**config.mk**
```make
export PLATFORM = sky130hd
export DESIGN_NAME = pid_servo_mc
export DESIGN_NICKNAME = d
export VERILOG_FILES = /design/src/rtl/pid_servo_mc.sv
export SDC_FILE = /design/constraint.sdc
export NUM_CORES = 1
export LEC_CHECK = 0
export CELL_PAD_IN_SITES_DETAIL_PLACEMENT = 1
export CELL_PAD_IN_SITES_GLOBAL_PLACEMENT = 1
export CORE_MARGIN = 2
export CORE_UTILIZATION = 43
export DETAILED_ROUTE_END_ITERATION = 10
export HOLD_SLACK_MARGIN = 0.1
export PLACE_DENSITY = 0.86
export SLEW_MARGIN = 15
export SYNTH_ARGS = -nofsm -noshare
export SYNTH_HDL_FRONTEND = slang
export SYNTH_SLANG_ARGS = --single-unit
```
**constraint.sdc**
```tcl
create_clock -name clk -period 17.5 [get_ports clk]
set_clock_uncertainty 0.1 [all_clocks]
set_input_delay 3.5 -clock clk [delete_from_list [all_inputs] [get_ports clk]]
set_output_delay 3.5 -clock clk [all_outputs]
set_load 0.02 [all_outputs]
```
**src/rtl/pid_servo_mc.sv**
```systemverilog
// pid_servo_mc: multi-channel, sample-gated PID position controller.
// One shared datapath evaluates each channel in two cycles (ERR, OUT).
// Optional macro PID_ANTIWINDUP_EN enables conditional integration:
// the integral is frozen while the output is saturated in the direction
// the error is pushing it.
module pid_servo_mc #(
  parameter int NCH        = 2,
  parameter int POS_W      = 12,
  parameter int DUTY_W     = 18,
  parameter int KP         = 100,
  parameter int KI         = 1,
  parameter int KD         = 10,
  parameter int OUT_MIN    = 50000,
  parameter int OUT_CENTER = 75000,
  parameter int OUT_MAX    = 100000,
  parameter int INT_LIM    = 65535
) (
  input  logic                    clk,
  input  logic                    rst_n,
  input  logic                    sample_en,
  input  logic [NCH*POS_W-1:0]    setpoint,
  input  logic [NCH*POS_W-1:0]    feedback,
  output logic [NCH*DUTY_W-1:0]   duty_out,
  output logic                    duty_valid,
  output logic                    busy,
  output logic [NCH-1:0]          sat
);

  localparam int E_W  = POS_W + 1;   // signed error
  localparam int D_W  = POS_W + 2;   // signed error difference
  localparam int I_W  = 32;          // signed integral accumulator
  localparam int A_W  = 48;          // output arithmetic width
  localparam int CH_W = (NCH > 1) ? $clog2(NCH) : 1;

  localparam logic [CH_W-1:0]          LAST_CH  = CH_W'(NCH - 1);
  localparam logic signed [A_W-1:0]    KP_S     = A_W'(KP);
  localparam logic signed [A_W-1:0]    KI_S     = A_W'(KI);
  localparam logic signed [A_W-1:0]    KD_S     = A_W'(KD);
  localparam logic signed [A_W-1:0]    CENTER_S = A_W'(OUT_CENTER);
  localparam logic signed [A_W-1:0]    MAX_S    = A_W'(OUT_MAX);
  localparam logic signed [A_W-1:0]    MIN_S    = A_W'(OUT_MIN);
  localparam logic signed [A_W-1:0]    LIM_S    = A_W'(INT_LIM);
  localparam logic [DUTY_W-1:0]        MAX_DUTY = DUTY_W'(OUT_MAX);
  localparam logic [DUTY_W-1:0]        MIN_DUTY = DUTY_W'(OUT_MIN);
  localparam logic [DUTY_W-1:0]        CTR_DUTY = DUTY_W'(OUT_CENTER);

  typedef enum logic [1:0] {IDLE, ERR, OUT, DONE} state_t;

  state_t                   state_q, state_d;
  logic [CH_W-1:0]          ch_q;
  logic [NCH*POS_W-1:0]     sp_q, fb_q;
  logic signed [E_W-1:0]    e_q;
  logic signed [D_W-1:0]    d_q;
  logic signed [I_W-1:0]    i_q;
  logic signed [E_W-1:0]    last_e_q   [NCH];
  logic signed [I_W-1:0]    integral_q [NCH];
  logic [DUTY_W-1:0]        duty_q     [NCH];
  logic [NCH-1:0]           sat_q;
  logic                     duty_valid_q;

  // Datapath intermediates
  logic [POS_W-1:0]         sp_c, fb_c;
  logic signed [E_W-1:0]    e_c;
  logic signed [D_W-1:0]    d_c;
  logic signed [A_W-1:0]    i_sum_c;
  logic signed [I_W-1:0]    i_c;
  logic signed [A_W-1:0]    u_c;
  logic                     sat_hi_c, sat_lo_c;
  logic [DUTY_W-1:0]        duty_c;
  logic signed [I_W-1:0]    int_commit_c;

  // FSM state register
  always_ff @(posedge clk or negedge rst_n) begin
    // NOTE: sequential state uses non-blocking assignments so every register
    // samples pre-edge values regardless of process ordering.
    if (!rst_n) state_q <= IDLE;
    else        state_q <= state_d;
  end

  // FSM next-state logic; sample_en only matters in IDLE
  always_comb begin
    // NOTE: default assignment first so no path leaves state_d unassigned
    // (which would infer a latch).
    state_d = state_q;
    unique case (state_q)
      IDLE: if (sample_en) state_d = ERR;
      ERR:  state_d = OUT;
      OUT:  state_d = (ch_q == LAST_CH) ? DONE : ERR;
      DONE: state_d = IDLE;
      default: state_d = IDLE;
    endcase
  end

  // FSM outputs
  always_comb begin
    busy = (state_q != IDLE);
  end

  // Shared arithmetic: error/derivative/integral for ERR, duty for OUT
  always_comb begin
    sp_c    = sp_q[int'(ch_q)*POS_W +: POS_W];
    fb_c    = fb_q[int'(ch_q)*POS_W +: POS_W];
    e_c     = $signed({1'b0, sp_c}) - $signed({1'b0, fb_c});
    d_c     = D_W'(e_c) - D_W'(last_e_q[ch_q]);
    i_sum_c = A_W'(integral_q[ch_q]) + A_W'(e_c);
    if (i_sum_c > LIM_S)       i_c = I_W'(LIM_S);
    else if (i_sum_c < -LIM_S) i_c = I_W'(-LIM_S);
    else                       i_c = I_W'(i_sum_c);

    u_c = CENTER_S + KP_S * A_W'(e_q) + KI_S * A_W'(i_q) + KD_S * A_W'(d_q);
    sat_hi_c = (u_c > MAX_S);
    sat_lo_c = (u_c < MIN_S);
    if (sat_hi_c)      duty_c = MAX_DUTY;
    else if (sat_lo_c) duty_c = MIN_DUTY;
    else               duty_c = DUTY_W'(u_c);

`ifdef PID_ANTIWINDUP_EN
    // Freeze integration while saturated in the direction of the error
    if ((sat_hi_c && e_q > 0) || (sat_lo_c && e_q < 0)) int_commit_c = integral_q[ch_q];
    else                                                int_commit_c = i_q;
`else
    int_commit_c = i_q;
`endif
  end

  // Datapath registers: snapshot, per-step pipeline and per-channel state
  always_ff @(posedge clk or negedge rst_n) begin
    if (!rst_n) begin
      ch_q         <= '0;
      sp_q         <= '0;
      fb_q         <= '0;
      e_q          <= '0;
      d_q          <= '0;
      i_q          <= '0;
      sat_q        <= '0;
      duty_valid_q <= 1'b0;
      // NOTE: these per-channel arrays are controller state that must start
      // from zero / center, so they are reset like ordinary registers rather
      // than mapped to RAM.
      for (int c = 0; c < NCH; c++) begin
        last_e_q[c]   <= '0;
        integral_q[c] <= '0;
        duty_q[c]     <= CTR_DUTY;
      end
    end else begin
      duty_valid_q <= (state_q == DONE);
      unique case (state_q)
        IDLE: begin
          if (sample_en) begin
            sp_q <= setpoint;
            fb_q <= feedback;
            ch_q <= '0;
          end
        end
        ERR: begin
          e_q <= e_c;
          d_q <= d_c;
          i_q <= i_c;
        end
        OUT: begin
          duty_q[ch_q]     <= duty_c;
          sat_q[ch_q]      <= sat_hi_c | sat_lo_c;
          last_e_q[ch_q]   <= e_q;
          integral_q[ch_q] <= int_commit_c;
          if (ch_q != LAST_CH) ch_q <= ch_q + 1'b1;
        end
        default: ;
      endcase
    end
  end

  // Pack per-channel duty words onto the output bus
  always_comb begin
    duty_out = '0;
    for (int c = 0; c < NCH; c++) duty_out[c*DUTY_W +: DUTY_W] = duty_q[c];
  end

  assign sat        = sat_q;
  assign duty_valid = duty_valid_q;

endmodule

```
==> results_dict.tcl <==
set metrics [dict create \
    status "completed" \
    fp-row-count 74 \
    htree_levels 1 \
    cts_resized 0 \
    gp_routability_congestion 0.951 \
    hpwl_um 40700 \
    grt_busiest_layer "met2" \
    rsz0062_at_grt "false" \
    grt_pass1_wl_um 87300 \
    drive_gt1_share_pct 10.5 \
    wl_um 53700 \
    yosysSeqAreaShare_pct 34.0 \
    critPathLaunch "e_q[3]$_DFFE_PN0N_" \
    crit_type "reg -> reg" \
    antenna_found_initial 0 \
    period_needed_ns 8.95 \
    path_common_cell "ha_1" \
    cts_buffers 27 \
    drt_iter0_markers 753 \
    ys_seq_elements 239 \
    placement.io_buffers 90 \
    clock_latency_ns 0.56 \
    worst_setup_path_end_kind "register" \
    grt_usage_pct 25.7 \
    antenna_cells 0 \
    fp.dieW_um 207 \
    max-slew-margin-rel_pct 24.4 \
    synth_top_flop_cell "dfrtp_1" \
    fin_tns_setup_ns 0 \
    num_io_pins 91 \
    grt_max_degree 91 \
    multiInputGateArea_um2 10900 \
    drc 0 \
    syn_inst 1895 \
    cts_tree "yes" \
    r2r_start "e_q[3]$_DFFE_PN0N_" \
    hp-start "integral_q[18]$_DFFE_PN0P_" \
    maxCapViolCount 0 \
    netlist-cell-type-count 84 \
    synthArstFlopShare_pct 100 \
    avgSynthCellArea_um2 9.33 \
    synth_nets 2176 \
    worstMarginPinSlew_ns 1.13 \
    core_um2 40700 \
    grt_pass1_vias 16300 \
    drtPass1Iterations 5 \
    ff_latch_area_um2 6000 \
    ant_nets 0 \
    initial_utilization_pct 43.4 \
    slew_violations 0 \
    arrival_ns 9.30 \
    fmax_mhz 112 \
    final_common_cell "nand2_1" \
    postCtsHoldBufs 0 \
    wl_per_cell_um 21.5 \
    critPathLaunchType "register" \
    synthesis.area_um2 17700 \
    grt_use_met2_pct 46.3 \
    overflow 0 \
    worst_path_max_delay_cell "xnor2_2" \
    area_growth_pct 13.0 \
    fin_crit_sh_pct 51.1 \
    nets 2228 \
    final-setup-viol-count 0 \
    critPathMaxStageDelay_ns 0.78 \
    crit_required_ns 17.85 \
    die-height_um 207 \
    clock-sinks 239 \
    cts_setup_buffers 0 \
    crit_fanout 11 \
    final_cell_mix "nand2_1 (265), dfrtp_1 (222), ha_1 (184), inv_1 (147), o21ai_0 (130)" \
    holdWs_ns 0.373 \
    dr_total_vias 14700 \
    clockBufferDepth 3 \
    dieArea_um2 42700 \
    synth_edf_count 0 \
    yosysWarnings 0 \
    finalHoldViolations 0 \
    routed_via_density 5.89 \
    grtUsageMet3_pct 3.03 \
    cts-root-buf "clkbuf_16" \
    nFillCells 4651 \
    worstHoldPathType "reg -> reg" \
    gr-usage-met1_pct 30.9 \
    clk_pin_slew_worst_paths_ns 0.06 \
]
-- final timing paths --
kind | slack, ns | to | cells after the start
setup / recovery | 8.55 | duty_out[15]$_DFFE_PN0P_ | 28
hold / removal | 0.37 | integral_q[18]$_DFFE_PN0P_ | 2
setup reg to reg | 8.55 | duty_out[15]$_DFFE_PN0P_ | 28
hold reg to reg | 0.37 | integral_q[18]$_DFFE_PN0P_ | 2
max in group asynchronous | 12.90 | integral_q[62]$_DFFE_PN0P_ | 2
min in group asynchronous | 2.84 | sp_q[17]$_DFFE_PN0P_ | 1
-- registers in the layout, indices dropped and copies added (netlist names) --
register / flops
sp_q: 24
duty_valid: 1
state_q: 2
duty_out: 36
i_q: 32
last_e_q: 26
sat: 2
e_q: 13
d_q: 14
fb_q: 24
integral_q: 64
ch_q: 1
-- cells by family after synthesis --
logic type | Yosys count | synth area share [%]
simple gates | 521 | 13.9
compound gates | 476 | 17.3
flops | 239 | 34.0
fa+ha+maj | 230 | 18.2
buf+inv | 225 | 4.90
mux | 126 | 7.82
xor+xnor | 78 | 3.87
-- worst max-delay path: cells and delay by family (launching register included) --
family                   cells  cell delay [ns]
XOR/XNOR                     1             0.78
buffers and inverters        1             0.06
AO/OA/AOI/OAI               16             3.63
adder cells (fa/ha/maj)      7             2.66
flip-flops                   1             0.45
AND/OR/NAND/NOR              3             1.15
-- cell usage after synthesis, drive strengths merged, types with 29 or more instances --
| cell type | number | area (um^2) |
|---|---|---|
| a21o | 40 | 300 |
| a21oi | 105 | 537 |
| clkbuf | 52 | 195 |
| dfrtp | 223 | 5580 |
| fa | 46 | 921 |
| ha | 184 | 2300 |
| inv | 147 | 552 |
| mux2 | 97 | 1090 |
| mux2i | 29 | 290 |
| nand2 | 266 | 998 |
| nor2 | 75 | 282 |
| o21ai | 155 | 776 |
| xnor2 | 52 | 455 |
-- layout make-up --
class / instances / share of cell area [%]
Clock buffer: 41 / 4.05
Timing Repair Buffer: 101 / 4.95
Sequential cell: 239 / 30.1
Multi-Input combinational cell: 1431 / 54.3
Clock inverter: 8 / 0.489
Inverter: 147 / 2.76
Tap cell: 532 / 3.33
-- layer usage --
layer | up-vias | wire (um)
met3 | 110 | 1850
met4 | 0 | 2420
met1 | 7485 | 22100
met2 | 337 | 27300
li1 | 6785 | -
met5 | - | 0
-- through the flow --
stage / setup WS (ns) / utilization, % / std cells / instance area [um^2]
after detailed placement: 8.58 / 46.8 / 2450 / 19100
final: 8.55 / 49.0 / 2499 / 20000
after CTS: 8.53 / 49.0 / 2499 / 20000
after global placement: 8.98 / 46.8 / 2450 / 19100
after global routing: 7.99 / 49.0 / 2499 / 20000
after floorplan: 9.23 / - / 1895 / 17700
Power is not shown: default switching activity piles up to over one toggle a cycle in this logic, so the estimate is an artifact.
